`src/rtl/result_sram_ctrl.sv`:
```
// Result SRAM front end: fills the 128x32 SRAM from an input stream
// and dumps it back out in address order on request.
module result_sram_ctrl #(
   parameter int A_WIDTH = 7,
   parameter int D_WIDTH = 32
) (
   input  logic               Clk,
   input  logic               Rst,
   input  logic               In_Valid,
   input  logic [D_WIDTH-1:0] In_Data,
   output logic               In_Ready,
   input  logic               Dump,
   output logic               Out_Valid,
   output logic [D_WIDTH-1:0] Out_Data,
   input  logic               Out_Ready,
   output logic               Done,
   output logic [A_WIDTH:0]   Count,
   output logic               Full,
   output logic [A_WIDTH-1:0] Sram_Addr,
   output logic               Sram_RW,
   output logic               Sram_En,
   output logic [D_WIDTH-1:0] Sram_Din,
   input  logic [D_WIDTH-1:0] Sram_Dout
);

   localparam int unsigned DEPTH_I = 1 << A_WIDTH;
   localparam logic [A_WIDTH:0] DEPTH = DEPTH_I[A_WIDTH:0];
   localparam logic [A_WIDTH:0] ONE = {{A_WIDTH{1'b0}}, 1'b1};

   typedef enum logic [2:0] {
      IDLE,
      RD,
      WAIT,
      OUT,
      FIN
   } state_t;

   state_t               state_q, state_d;
   logic [A_WIDTH:0]     count_q, count_d;
   logic [A_WIDTH-1:0]   rd_ptr_q, rd_ptr_d;
   logic [D_WIDTH-1:0]   out_data_q, out_data_d;
   logic                 out_valid_q, out_valid_d;
   logic                 wr;
   logic                 last;

   assign Full      = (count_q == DEPTH);
   assign In_Ready  = (state_q == IDLE) && !Full;
   assign wr        = In_Valid && In_Ready;
   assign last      = ({1'b0, rd_ptr_q} == (count_q - ONE));
   assign Count     = count_q;
   assign Out_Valid = out_valid_q;
   assign Out_Data  = out_data_q;
   assign Done      = (state_q == FIN);

   always_ff @(posedge Clk) begin
      if (Rst) begin
         state_q     <= IDLE;
         count_q     <= '0;
         rd_ptr_q    <= '0;
         out_data_q  <= '0;
         out_valid_q <= 1'b0;
      end else begin
         state_q     <= state_d;
         count_q     <= count_d;
         rd_ptr_q    <= rd_ptr_d;
         out_data_q  <= out_data_d;
         out_valid_q <= out_valid_d;
      end
   end

   always_comb begin
      state_d     = state_q;
      count_d     = count_q;
      rd_ptr_d    = rd_ptr_q;
      out_data_d  = out_data_q;
      out_valid_d = out_valid_q;
      Sram_En     = 1'b0;
      Sram_RW     = 1'b0;
      Sram_Addr   = '0;
      Sram_Din    = '0;
      unique case (state_q)
         IDLE: begin
            if (wr) begin
               Sram_En   = 1'b1;
               Sram_RW   = 1'b1;
               Sram_Addr = count_q[A_WIDTH-1:0];
               Sram_Din  = In_Data;
               count_d   = count_q + ONE;
            end
            // a word written alongside Dump is part of the dump
            if (Dump) begin
               rd_ptr_d = '0;
               state_d  = (count_d != '0) ? RD : FIN;
            end
         end
         RD: begin
            Sram_En   = 1'b1;
            Sram_Addr = rd_ptr_q;
            state_d   = WAIT;
         end
         WAIT: begin
            out_data_d  = Sram_Dout;
            out_valid_d = 1'b1;
            state_d     = OUT;
         end
         OUT: begin
            if (Out_Ready) begin
               out_valid_d = 1'b0;
               if (last) begin
                  state_d = FIN;
               end else begin
                  rd_ptr_d = rd_ptr_q + 1'b1;
                  state_d  = RD;
               end
            end
         end
         FIN: begin
            count_d  = '0;
            rd_ptr_d = '0;
            state_d  = IDLE;
         end
         default: state_d = IDLE;
      endcase
   end

endmodule

```
`config.mk`:
```
export PLATFORM = sky130hd
export DESIGN_NAME = result_sram_ctrl
export DESIGN_NICKNAME = d
export VERILOG_FILES = /design/src/rtl/result_sram_ctrl.sv
export SDC_FILE = /design/constraint.sdc
export NUM_CORES = 1
export LEC_CHECK = 0
export ABC_AREA = 0
export BUFFER_PORTS_ARGS = -buffer_cell sky130_fd_sc_hd__buf_2
export CAP_MARGIN = 20
export CORE_AREA = 8 8 93 95
export DETAILED_ROUTE_END_ITERATION = 16
export DIE_AREA = 0 0 101 103
export GPL_ROUTABILITY_DRIVEN = 0
export PLACE_DENSITY = 0.77
export SLEW_MARGIN = 20
export SYNTH_ARGS = -nofsm -noshare
export SYNTH_HDL_FRONTEND = slang
export SYNTH_SLANG_ARGS = --single-unit
```
`constraint.sdc`:
```
create_clock -name Clk -period 2.3 [get_ports Clk]
set_clock_uncertainty 0.2 [all_clocks]
set_input_delay 0.23 -clock Clk [delete_from_list [all_inputs] [get_ports Clk]]
set_output_delay 0.23 -clock Clk [all_outputs]
set_load 0.01 [all_outputs]
```
======== Yosys cells after proc, flatten, opt, wreduce, memory -nomap -nowiden ========
Cells that the tools add are included.
word-level totals
  bits in latches ......................... 0
  input port bits ......................... 69
  flip-flop bits (word level) ............. 51
  memories ................................ 0
  memory bits (writable) .................. 0
  ROM bits ................................ 0
operators by class
  div/mod/pow operators ................... 0
  muxes and demuxes ....................... 21
  multiply operators ...................... 0
  shifts and indexed selects .............. 0
  $lt $le $gt $ge ......................... 0
  bitwise gates (word level) .............. 0
  reduce and logical (&&, ||, !) cells .... 11
  eq/ne operators ......................... 9
  add/subtract/negate cells ............... 3
operators by type and width
  cell                                                                    count
  32-bit two-way mux                                                      2
  7-bit two-way mux                                                       4
  7-bit one-hot mux with 3 select lines                                   1
  8-bit two-way mux                                                       2
  8-bit one-hot mux with 2 select lines                                   1
  7-bit one-hot mux with 2 select lines                                   1
  3-bit two-way mux                                                       4
  3-bit one-hot mux with 4 select lines                                   1
  8-bit by 1-bit adder with 8-bit output (second input constant)          1
  7-bit by 8-bit equality test with 1-bit output                          1
  8-bit equality test (second input constant)                             1
  8-bit nonzero test                                                      1
  8-bit by 1-bit subtractor with 8-bit output (second input constant)     1
  7-bit by 1-bit adder with 7-bit output (second input constant)          1
  3-bit by 2-bit equality test with 1-bit output (second input constant)  2
  2-bit != test (second input constant)                                   3
  1-bit one-hot mux with 2 select lines                                   2
  2-bit AND reduction                                                     2
  4-bit AND reduction                                                     1
  2-bit nonzero test                                                      2
  3-bit by 1-bit equality test with 1-bit output (second input constant)  1
  3-bit equality test (second input constant)                             1
  3-bit zero test                                                         1
  1-bit two-way mux                                                       3
  3 further kinds                                                         4

======== Longest topological paths before layout ========
  word-level depth ........................ 10
  depth in mapped cells ................... 10

======== Worst setup path after synthesis ========
No wires, ideal clock.
  kind .................................... reg2reg
  start point ............................. register count_q[0], in the netlist Count[0]
  end point ............................... register rd_ptr_q[2]
  path slack .............................. -148 ps
  stages on the path, launching flop included .. 11
  library setup time ...................... 72 ps
  arrival ................................. 2176 ps
  path buffers ............................ 2
  cell sequence ........................... dfxtp_1 > clkbuf_1 > inv_1 > ha_1 > nand2b_1 > o211a_1 > o31ai_1 > o2111ai_2 > buf_4 > nand3_1 > mux2i_1
on the way
  cells in the longest elaborated chain, start to end .. 4
RTL lines
  element                                         line  RTL
  start: declaration                              39    logic [A_WIDTH:0] count_q, count_d;
  start signal: assignment                        64    count_q <= count_d;
  8-bit by 1-bit subtractor with 8-bit output     49    assign last = ({1'b0, rd_ptr_q} == (count_q - ONE));
  7-bit by 8-bit equality test with 1-bit output  49
  2-bit != test (no line)                         n/a
  4-bit AND reduction (no line)                   n/a
  end signal: assignment                          65    rd_ptr_q <= rd_ptr_d;
  end: declaration                                40    logic [A_WIDTH-1:0] rd_ptr_q, rd_ptr_d;
No other way between the ends.
A chain may end at the register's enable or synchronous reset.

======== Worst setup path in the final report ========
  start point ............................. register state_q[0]
  end point ............................... output port Sram_Din[14]
on the way
  cells in the longest elaborated chain, start to end .. 5
RTL lines
  element                   line    RTL
  start: declaration        38      state_t state_q, state_d;
  start signal: assignment  63      state_q <= state_d;
  3-bit zero test (*)       47, 81
  1-bit logical AND         47      assign In_Ready = (state_q == IDLE) && !Full;
  1-bit logical AND         48      assign wr = In_Valid && In_Ready;
  32-bit two-way mux        83      if (wr) begin
  32-bit two-way mux (*)    81      unique case (state_q)
  end: declaration          22      output logic [D_WIDTH-1:0] Sram_Din,
Mark *: on every way between the ends. The rest lies on a longest branch, timed or not.

==> results.py <==
metrics = {
    "die": {
        "dieArea_um2": 10400,
        "rows": 31,
        "die_h_um": 103,
        "ios": 154,
        "die-width_um": 101,
        "start_util_pct": 40.1,
        "coreArea_um2": 7140,
    },
    "detailed_routing": {
        "drtIter0Drc": 204,
        "drc_errors": 0,
        "dr.pass1.iters": 4,
        "wire_per_inst_um": 15.1,
        "wl_um": 10000,
        "final_antenna_net_count": 0,
        "num_vias": 3329,
        "viasPerCell": 5.01,
    },
    "clock_network": {
        "path_clk_slew_ps": 100,
        "cts_root_buf": "clkbuf_8",
        "insertion_delay_ps": 300,
        "ctsHtreeMaxLevel": 2,
        "cts.sinks": 51,
        "cts_buffers": 5,
        "clk_path_buf_depth": 2,
        "cts_tree": "done",
    },
    "final_layout": {
        "nets": 638,
        "areaGrowthSynthToFinish_pct": 50.7,
        "drive_gt1_share_pct": 37.2,
        "n_fill_cell": 688,
        "stdcell_count": 665,
    },
    "logic_synthesis": {
        "ys_ff_latch": 51,
        "synth_ff_type": "dfxtp_1",
        "yosys_warnings": 0,
        "async_flop_share_pct": 0,
        "synth-edff-count": 0,
        "synth_cell_types": 50,
        "ys_seq_area_share_pct": 35.7,
        "synth_fp_nets": 453,
        "synth_area_um2": 2860,
        "syn_inst": 379,
        "avgSynthCellArea_um2": 7.55,
    },
    "critical_path": {
        "slowest_delay_ps": 420,
        "crit_arrival_ps": 1920,
        "r2r-start": "state_q[0]",
        "path_cells": "or3_4, a311oi_4, buf_6, and2_1, buf_4",
        "worstPathRequired_ps": 1870,
        "path_class": "reg2out",
        "cp-end-kind": "output port",
        "crit_start": "state_q[0]",
        "crit_fanout": 21,
        "cp-start-kind": "flip-flop",
        "slowest_stage": "or3_4",
    },
    "grt": {
        "grt_pass1_wl_um": 15700,
        "grt_usage_pct": 18.7,
        "grt_max_degree": 34,
        "grt_pass1_vias": 3315,
        "gr-total-overflow": 0,
        "antenna_found_initial": 0,
    },
    "timing": {
        "slew-limit-headroom_pct": 58.1,
        "fin_setup_tns_ps": -718,
        "timing.final.crit_share_pct": 102,
        "setup_viol": 24,
        "slew_violations": 0,
        "whs_ps": 35.0,
        "finalCriticalPeriod_ps": 2350,
        "fmax_mhz": 425,
        "fin_ws_ps": -54.4,
        "worst_slew_pin_slew_ps": 629,
        "final_hold_viol_count": 0,
        "rsz0062_at_grt": "true",
    },
    "power_and_ir_drop": {
        "power.leakage_nw": 2.09,
        "p_total_mw": 3.80,
        "vdd_drop_max_uv": 544,
        "pwr_density_cell_nw_per_um2": 880,
    },
    "placed_design": {
        "dp_cells": 622,
        "pre_cts_ws_ps": -118,
        "dp_hpwl_um": 7200,
        "io_buffer_count": 153,
    },
    "status": {
        "violations": "setup timing",
        "status": "complete, but fails checks",
    },
    "min_path": {
        "worstHoldStart": "Dump",
        "hold_path.class": "in2reg",
    },
    "run": {
        "maxCapViolCount": 0,
    },
}
-- cells by family after synthesis --
kind of cell | Yosys count | synth area share, %
flip-flops | 51 | 35.7
AO/OA/AOI/OAI | 79 | 18.2
multiplexers | 6 | 2.14
XOR/XNOR | 10 | 3.06
adder cells (fa/ha/maj) | 5 | 2.19
AND/OR/NAND/NOR | 191 | 33.1
buffers and inverters | 37 | 5.69
-- placed cells by master (no fill, tap or decap), types with 5 or more instances in the layout --
cell | synthesis | layout
and2_1 | 32 | 31
buf_2 | 4 | 151
nand3_1 | 7 | 7
mux2i_1 | 5 | 5
nor3_1 | 6 | 5
dlygate4sd3_1 | 0 | 32
a22oi_1 | 8 | 8
ha_1 | 5 | 5
a21oi_1 | 44 | 43
and3_1 | 8 | 8
buf_4 | 1 | 23
inv_1 | 6 | 6
dfxtp_1 | 51 | 47
xnor2_1 | 8 | 8
clkbuf_8 | 0 | 5
nand4_1 | 6 | 6
nand2_1 | 77 | 77
nor2_1 | 32 | 31
or2_2 | 5 | 5
-- what timing repair did --
action,4_1_cts,5_1_grt
resized for setup,6,10
pin swaps,2,5
endpoints found under the setup margin,43,33
endpoints found under the hold margin,32,0
hold buffers,32,0
cloned,1,0
buffers inserted,2,0
-- worst max-delay path: cells and delay by family, from the launching register on --
kind | cells | cell delay (ps)
buf+inv | 2 | 370
compound gates | 1 | 350
flops | 1 | 320
simple gates | 2 | 580
-- cell type report --
class	instances	area, um^2	area share (%)
Inverter	6	22.5	0.522
Clock buffer	5	68.8	1.60
Sequential cell	51	1030	23.8
Antenna cell	1	2.50	0.0581
Clock inverter	3	46.3	1.07
Multi-Input combinational cell	291	1730	40.1
Tap cell	99	124	2.87
Timing Repair Buffer	209	1290	30.0
-- stage by stage --
| stage | area [um^2] | util, % |
|---|---|---|
| 2_1_floorplan | 2880 | - |
| 3_3_place_gp | 3790 | 53.1 |
| 3_5_place_dp | 3790 | 53.1 |
| 4_1_cts | 4290 | 60.1 |
| 5_1_grt | 4310 | 60.4 |
| 6_report | 4310 | 60.4 |
-- synth_stat cells (2+ instances only) --
| library cell | count | area, um^2 |
|---|---|---|
| a31oi_1 | 3 | 18.8 |
| mux2i_1 | 5 | 50.1 |
| o21ai_0 | 2 | 10.0 |
| ha_1 | 5 | 62.6 |
| or3_1 | 3 | 18.8 |
| nor4_1 | 3 | 18.8 |
| nand4_1 | 6 | 37.5 |
| a41o_1 | 4 | 40.0 |
| inv_1 | 6 | 22.5 |
| xor2_1 | 2 | 17.5 |
| o21ai_1 | 2 | 10.0 |
| nand2_1 | 77 | 289 |
| a22oi_1 | 8 | 60.1 |
| and3_1 | 8 | 50.1 |
| nand2b_1 | 4 | 25.0 |
| nor2_1 | 32 | 120 |
| nand3_1 | 7 | 35.0 |
| buf_6 | 2 | 22.5 |
| nor3_4 | 2 | 32.5 |
| clkbuf_1 | 24 | 90.1 |
| dfxtp_1 | 51 | 1020 |
| a21oi_1 | 44 | 220 |
| xnor2_1 | 8 | 70.1 |
| or2_2 | 5 | 31.3 |
| buf_2 | 4 | 20.0 |
| nand3b_1 | 2 | 15.0 |
| and2_1 | 32 | 200 |
| nor3_1 | 6 | 30.0 |
-- flip-flops by register name (all words and copies together), names as in the netlist --
signal / flops
rd_ptr_q: 7
Count: 8
Out_Valid: 1
Out_Data: 32
state_q: 3
-- final timing paths --
path / end / cells after the start / slack, ps
hold reg to reg: Out_Data[19] / 2 / 260
setup / recovery: Sram_Din[14] / 5 / -50
setup reg to reg: state_q[2] / 6 / 10
hold / removal: state_q[2] / 2 / 40
-- power breakdown --
group,internal [mW],total (mW),switching [mW]
clock,0.328,0.645,0.317
combinational,0.858,2.05,1.19
sequential,1.03,1.10,0.0713
total,2.21,3.80,1.58
-- layer usage --
layer  routed length (um)  vias up  track usage, %
li1                     -     1660               -
met3                  746       10            5.06
met5                    0        -               0
met2                 5360      115            34.6
met4                  115        0            6.41
met1                 3810     1544            20.0
No activity file was read; power rests on OpenSTA's default activity.
